$ cat src/rtl/bus_host_arbiter_2.sv
// Two-host to one-device strobe/ready bus arbiter, grant held for a whole transaction.
// Optional busy-cycle watchdog enabled by defining BUS_ARB_TIMEOUT_EN.
module bus_host_arbiter_2 #(
  parameter int FIXED_PRIORITY = 0,
  parameter int TIMEOUT_CYCLES = 256
) (
  input  logic        clk,
  input  logic        rst,
  input  logic [31:0] h0_addr,
  input  logic [31:0] h0_wdata,
  input  logic [3:0]  h0_wmask,
  input  logic        h0_wen,
  input  logic        h0_ren,
  output logic [31:0] h0_rdata,
  output logic        h0_ready,
  input  logic [31:0] h1_addr,
  input  logic [31:0] h1_wdata,
  input  logic [3:0]  h1_wmask,
  input  logic        h1_wen,
  input  logic        h1_ren,
  output logic [31:0] h1_rdata,
  output logic        h1_ready,
  output logic [31:0] dev_addr,
  output logic [31:0] dev_wdata,
  output logic [3:0]  dev_wmask,
  output logic        dev_wen,
  output logic        dev_ren,
  input  logic [31:0] dev_rdata,
  input  logic        dev_ready,
  output logic [1:0]  grant,
  output logic        busy,
  output logic        arb_timeout_err
);

  localparam logic [0:0] IDLE = 1'b0;
  localparam logic [0:0] BUSY = 1'b1;

  if (TIMEOUT_CYCLES < 2) begin : g_bad_timeout
    $error("TIMEOUT_CYCLES must be at least 2");
  end

  logic [0:0] state;
  logic       owner;
  logic       rr_ptr;
  logic       req0;
  logic       req1;
  logic       pick;
  logic       in_busy;
  logic       to_hit;
  logic       done;
  logic       rdy;
  logic [31:0] rd;
  logic [31:0] own_addr;
  logic [31:0] own_wdata;
  logic [3:0]  own_wmask;
  logic        own_wen;
  logic        own_ren;

  assign req0 = h0_wen | h0_ren;
  assign req1 = h1_wen | h1_ren;

  always_comb begin
    pick = 1'b0;
    unique case (1'b1)
      req0 && req1: pick = (FIXED_PRIORITY != 0) ? 1'b0 : rr_ptr;
      req1 && !req0: pick = 1'b1;
      default: pick = 1'b0;
    endcase
  end

  assign own_addr  = owner ? h1_addr  : h0_addr;
  assign own_wdata = owner ? h1_wdata : h0_wdata;
  assign own_wmask = owner ? h1_wmask : h0_wmask;
  assign own_wen   = owner ? h1_wen   : h0_wen;
  assign own_ren   = owner ? h1_ren   : h0_ren;

  // Outputs are forced idle while rst is high so a late dev_ready is dropped.
  assign in_busy = (state == BUSY) && !rst;

  assign dev_addr  = in_busy ? own_addr  : 32'h0;
  assign dev_wdata = in_busy ? own_wdata : 32'h0;
  assign dev_wmask = in_busy ? own_wmask : 4'h0;
  assign dev_wen   = in_busy & own_wen & ~to_hit;
  assign dev_ren   = in_busy & own_ren & ~own_wen & ~to_hit;

  assign rd  = to_hit ? 32'hDEAD_BEEF : dev_rdata;
  assign rdy = in_busy & (dev_ready | to_hit);

  assign h0_ready = rdy & ~owner;
  assign h1_ready = rdy & owner;
  assign h0_rdata = (in_busy & ~owner) ? rd : 32'h0;
  assign h1_rdata = (in_busy & owner)  ? rd : 32'h0;

  assign grant = in_busy ? (owner ? 2'b10 : 2'b01) : 2'b00;
  assign busy  = in_busy;

  // Completion, watchdog expiry, or the owner abandoning its strobes.
  assign done = dev_ready | to_hit | ~(own_wen | own_ren);

  always_ff @(posedge clk) begin
    if (rst) begin
      state  <= IDLE;
      owner  <= 1'b0;
      rr_ptr <= 1'b0;
    end else begin
      case (state)
        IDLE: begin
          if (req0 | req1) begin
            state <= BUSY;
            owner <= pick;
          end
        end
        default: begin
          if (done) begin
            state  <= IDLE;
            rr_ptr <= ~owner;
          end
        end
      endcase
    end
  end

`ifdef BUS_ARB_TIMEOUT_EN
  localparam int CW = $clog2(TIMEOUT_CYCLES) + 1;
  localparam logic [CW-1:0] TO_LAST = CW'(TIMEOUT_CYCLES - 1);

  logic [CW-1:0] to_cnt;
  logic          to_err;

  assign to_hit = (state == BUSY) && !dev_ready && (to_cnt == TO_LAST);
  assign arb_timeout_err = to_err;

  always_ff @(posedge clk) begin
    if (rst) begin
      to_cnt <= '0;
      to_err <= 1'b0;
    end else begin
      if (state == IDLE) begin
        to_cnt <= '0;
      end else if (!dev_ready) begin
        to_cnt <= to_cnt + 1'b1;
      end
      if (to_hit) begin
        to_err <= 1'b1;
      end
    end
  end
`else
  assign to_hit = 1'b0;
  assign arb_timeout_err = 1'b0;
`endif

endmodule

$ cat config.mk
export PLATFORM = sky130hd
export DESIGN_NAME = bus_host_arbiter_2
export DESIGN_NICKNAME = d
export VERILOG_FILES = /design/src/rtl/bus_host_arbiter_2.sv
export SDC_FILE = /design/constraint.sdc
export NUM_CORES = 1
export LEC_CHECK = 0
export ABC_AREA = 1
export BUFFER_PORTS_ARGS = -buffer_cell sky130_fd_sc_hd__buf_2
export CORE_AREA = 2 2 121 123
export CTS_CLUSTER_SIZE = 14
export DETAILED_ROUTE_END_ITERATION = 12
export DIE_AREA = 0 0 123 125
export SETUP_SLACK_MARGIN = 0.05
export SLEW_MARGIN = 20
export SYNTH_ARGS = -nofsm -noshare
export SYNTH_HDL_FRONTEND = slang
export SYNTH_SLANG_ARGS = --single-unit
$ cat constraint.sdc
create_clock -name clk -period 1.78 [get_ports clk]
set_input_delay 0 -clock clk [delete_from_list [all_inputs] [get_ports clk]]
set_output_delay 0 -clock clk [all_outputs]
set_load 0.02 [all_outputs]
### Word-level counts from Yosys, hierarchy flattened

Index checks and enable logic that the tools add are counted.

* bits in registers: 3
* output and inout port bits: 140
* word-level logic and storage cells: 43

* multiplexer cells: 16
* bitwise gates (word level): 17
* reduce and logical (&&, ||, !) cells: 7

Operators by type and width (number)
* 32-bit 2-to-1 mux: 6
* 1-bit AND: 8
* 4-bit 2-to-1 mux: 2
* 1-bit 2-to-1 mux: 5
* 1-bit OR: 5
* 2-bit 2-to-1 mux: 2
* 1-bit NOT: 4
* 2-bit AND reduction: 2
* 1-bit logical AND: 3
* 1-bit zero test: 2
* 1-bit case mux with 2 select lines: 1

### Logic depth before layout (Yosys ltp)

* word-level depth: 6
* depth in mapped cells: 8
* depth with buffers taken out: 8

### Worst setup path after synthesis

OpenSTA, ideal clock, no wires.

* path kind: reg2out
* start: reg state
* end: out dev_wdata[25]
* data arrival time: 1.314 ns
* setup slack: 0.466 ns
* cell stages (with the launch flop): 7
* path buffers: 1
* cell sequence: dfxtp_1 -> inv_2 -> nor2_8 -> nand2_4 -> inv_2 -> buf_2 -> a22o_1

* longest elaborated chain between the ends: 2

Ends and longest elaborated chain
* start, declared: RTL line 42 `logic [0:0] state;`
* start signal, assigned: RTL line 102 `state <= IDLE;`
* start signal, assigned: RTL line 109 `state <= BUSY;`
* start signal, assigned: RTL line 115 `state <= IDLE;`
* 1-bit logical AND: RTL line 78 `assign in_busy = (state == BUSY) && !rst;`
* net busy: RTL line 31 `output logic busy,`
* 32-bit 2-to-1 mux: RTL line 81 `assign dev_wdata = in_busy ? own_wdata : 32'h0;`
* end, declared: RTL line 24 `output logic [31:0] dev_wdata,`

The timed path passes the listed nets, and every way through them passes these cells.

### Worst setup path after layout

* start: reg state
* end: out dev_addr[23]

* longest elaborated chain between the ends: 2

Ends and longest elaborated chain
* 1-bit logical AND: RTL line 78
* 32-bit 2-to-1 mux: RTL line 80 `assign dev_addr = in_busy ? own_addr : 32'h0;`
* end, declared: RTL line 23 `output logic [31:0] dev_addr,`

Every way passes these cells.

==> summary.txt <==
STA
  – Final setup violation count: 0
  – Hold slack: 41.9 ps
  – Total negative slack: 0 ps
  – FMAX: 604 MHz
  – Fraction of the cycle the final worst path needs: 0.930
  – Final Slew Violations: 0
  – Final min period: ~1700 ps
  – Final Hold Viols: 0
  – RSZ-0062 raised after global routing: true
  – Final Skew: roughly 1.8 ps

Global routing
  – Initial antenna violation count: 0
  – First-pass GRT wire length: 11,700 um
  – Grt ovf: 0
  – Largest net degree at the start of global routing: 66
  – Vias in the first global route: 2,289
  – Total track usage: 0.0983

Floorplanning
  – Core area: 14,200 um2
  – Die width: roughly 120 um
  – # IOs: about 320
  – Full die area: 15,400 um2
  – Die Y: roughly 130 um
  – FP Rows: 44
  – Initial core utilization: 0.0942

Hold path
  – Hold WC Path Type: in2reg
  – Hold path startpoint: rst

Clock tree
  – Hold_buf cts: 0
  – Cts bufs inserted: 3
  – CTS clk-pin slew, worst paths: approximately 30 ps
  – Clock root buffer: clkbuf_16
  – Clk sinks: 3
  – CTS tree: built
  – Clk_lat worst skew: ~220 ps
  – H-tree depth: 1
  – Clk buf depth: 2
  – Post-CTS Setup Repair Bufs: 0

Yosys
  – Number of synthesized flops with an enable pin: 0
  – Synth warnings: 0
  – Most frequent cell after synthesis: nor2_1
  – Cell Area, Synth: between 1000 and 1500 um2
  – #FFs+latches synth: 3
  – Seq/Total Area, Yosys: 0.0449
  – Cells after synthesis: 229
  – Most used flip-flop cell after synthesis: dfxtp_1
  – Yosys top cell area share: 0.445
  – Synth area leaders: a22o_1 (45%), nor2_1 (20%), inv_1 (11%)
  – Area leader, netlist: a22o_1
  – Post-synth top cells: nor2_1 (71), a22o_1 (68), inv_1 (38), nand2_1 (13), buf_2 (10)
  – Post-synthesis async set-or-reset flop share: 0
  – Syn Nets: 404
  – Syn_area_per_cell: approximately 6 um2
  – Post-synthesis cell type count: 18

Placed design
  – RePlAce Congestion: 0.798
  – IO buf count: between 300 and 400
  – Post-DP Area: between 3000 and 4000 um2
  – Post-DP HPWL: 7800 um

Routing
  – Vias: between 2k and 3k
  – DR DRC count: 0
  – Post-Route WL: 9810 um
  – Pre-Repair DR Iteration Count: 4
  – Remaining antenna violation count: 0
  – Starting DRT DRC Count: about 210
  – DR WL/cell: around 14 um
  – Vias/cell: 3.95

Cells and area
  – Final #Nets: about 710
  – Finished Cell Area: between 3000 and 4000 um2
  – Fraction of layout instances using a drive strength above 1: 0.624
  – Antenna diodes: 0
  – Fill cells: 1,597
  – Area grow syn2layout: 144%

Worst setup path
  – WP data arrival: between 1500 and 2000 ps
  – Worst Setup Path Type: reg2out
  – Critical Path Sink: dev_addr[23]
  – R2r worst-path depth: 7
  – Max Fanout on Critical Path: 17
  – Crit path capture type: output port
  – Worst r2r src: owner
  – R2R setup slack: 730 ps
  – Worst setup SP type: register
  – Terminus of the critical flop-to-flop path: rr_ptr
  – Critical path startpoint: state
  – Required time worst endpoint: 1780 ps

Status
  – Outcome: complete, no violations

Power and ir drop
  – P_leak: about 2.3 nW
  – Peak VDD IR: 0.313 mV
  – Pwr per Cell Area: 368 nW/um2
  – Final Power: 1.20 mW

Job
  – Maximum Capacitance Violations: 0
==> report_power, final <==
part | leakage [nW] | internal, mW | switching [mW] | total [mW]
Clock | 0.0382 | 0.295 | 0.0598 | 0.355
Combinational | 2.21 | 0.331 | 0.431 | 0.762
Sequential | 0.0253 | 0.0740 | 0.00794 | 0.0820
==> placed cells by master (no fill, tap or decap) <==
master     synthesis  final
nand2_4            2      2
dfxtp_1            3      2
o21ai_0            2      2
conb_1             1      1
a22o_1            68     68
buf_2             10    313
buf_12             0      1
buf_16             0      1
inv_2              3      2
clkbuf_1           6      1
a21oi_1            3      3
nor2_8             1      1
inv_8              0      1
nand3_1            1      1
buf_6              4      1
nor2_1            71     71
nand2_1           13     13
buf_4              1      4
clkbuf_16          0      6
clkinv_2           0      1
dfxtp_2            0      1
nor3_1             1      1
inv_1             38     38
==> critical path, stage by stage, from the launching register on <==
cell	delay, ps
dfxtp_1	410
inv_2	100
nor2_8	130
nand2_4	60
clkinv_2	170
buf_12	190
a22o_1	190
buf_2	180
==> final cells by class <==
cell class                 instances  area, um2  area share
timing repair buffer             323       1730       0.531
tap                              184        230      0.0706
sequential                         3       61.3      0.0188
clock buffer                       4       78.8      0.0242
inverter                          42        166      0.0511
multi-input combinational        163        992       0.304
==> layer usage <==
metal	GRT usage	vias up	share of wire
li1	-	1382	-
met1	0.125	1241	0.41
met2	0.179	216	0.48
met3	0.0151	2	0.11
met4	0.00802	0	0.00082
met5	0	-	0
==> sequential cells by signal, summed over array words and instances, names as in the netlist <==
signal / count
owner: 1
rr_ptr: 1
state: 1
==> kinds of logic (layout without fill, tap and decap cells) <==
kind of cell	count (synthesis)	in the layout	share of synthesized area
other	1	1	0.00280
AOI/OAI and AO/OA	73	73	0.464
DFF	3	3	0.0449
and+or+nand+nor	89	89	0.275
buffers and inverters	63	369	0.213
==> timing repair <==
action / 4_1_cts / 5_1_grt
gates cloned: 0 / 4
pin swaps: 0 / 0
resized for setup: 1 / 4
setup endpoints to repair: 1 / 57
==> how the worst min path moves through the flow <==
| stage | endpoint | cells after the start |
|---|---|---|
| floorplan | busy | 1 |
| global placement | owner | 2 |
| detailed placement | owner | 2 |
| CTS | owner | 2 |
| global route | owner | 2 |
| finish | owner | 2 |
==> per-stage QoR <==
step | instances | util | setup slack (ps)
after floorplan | 229 | - | 466
after global placement | 711 | 0.217 | 301
after detailed placement | 711 | 0.217 | 278
after CTS | 715 | 0.223 | 67.9
after global routing | 719 | 0.229 | 49.3
final | 719 | 0.229 | 125
Power figures use the tool's default switching activity.
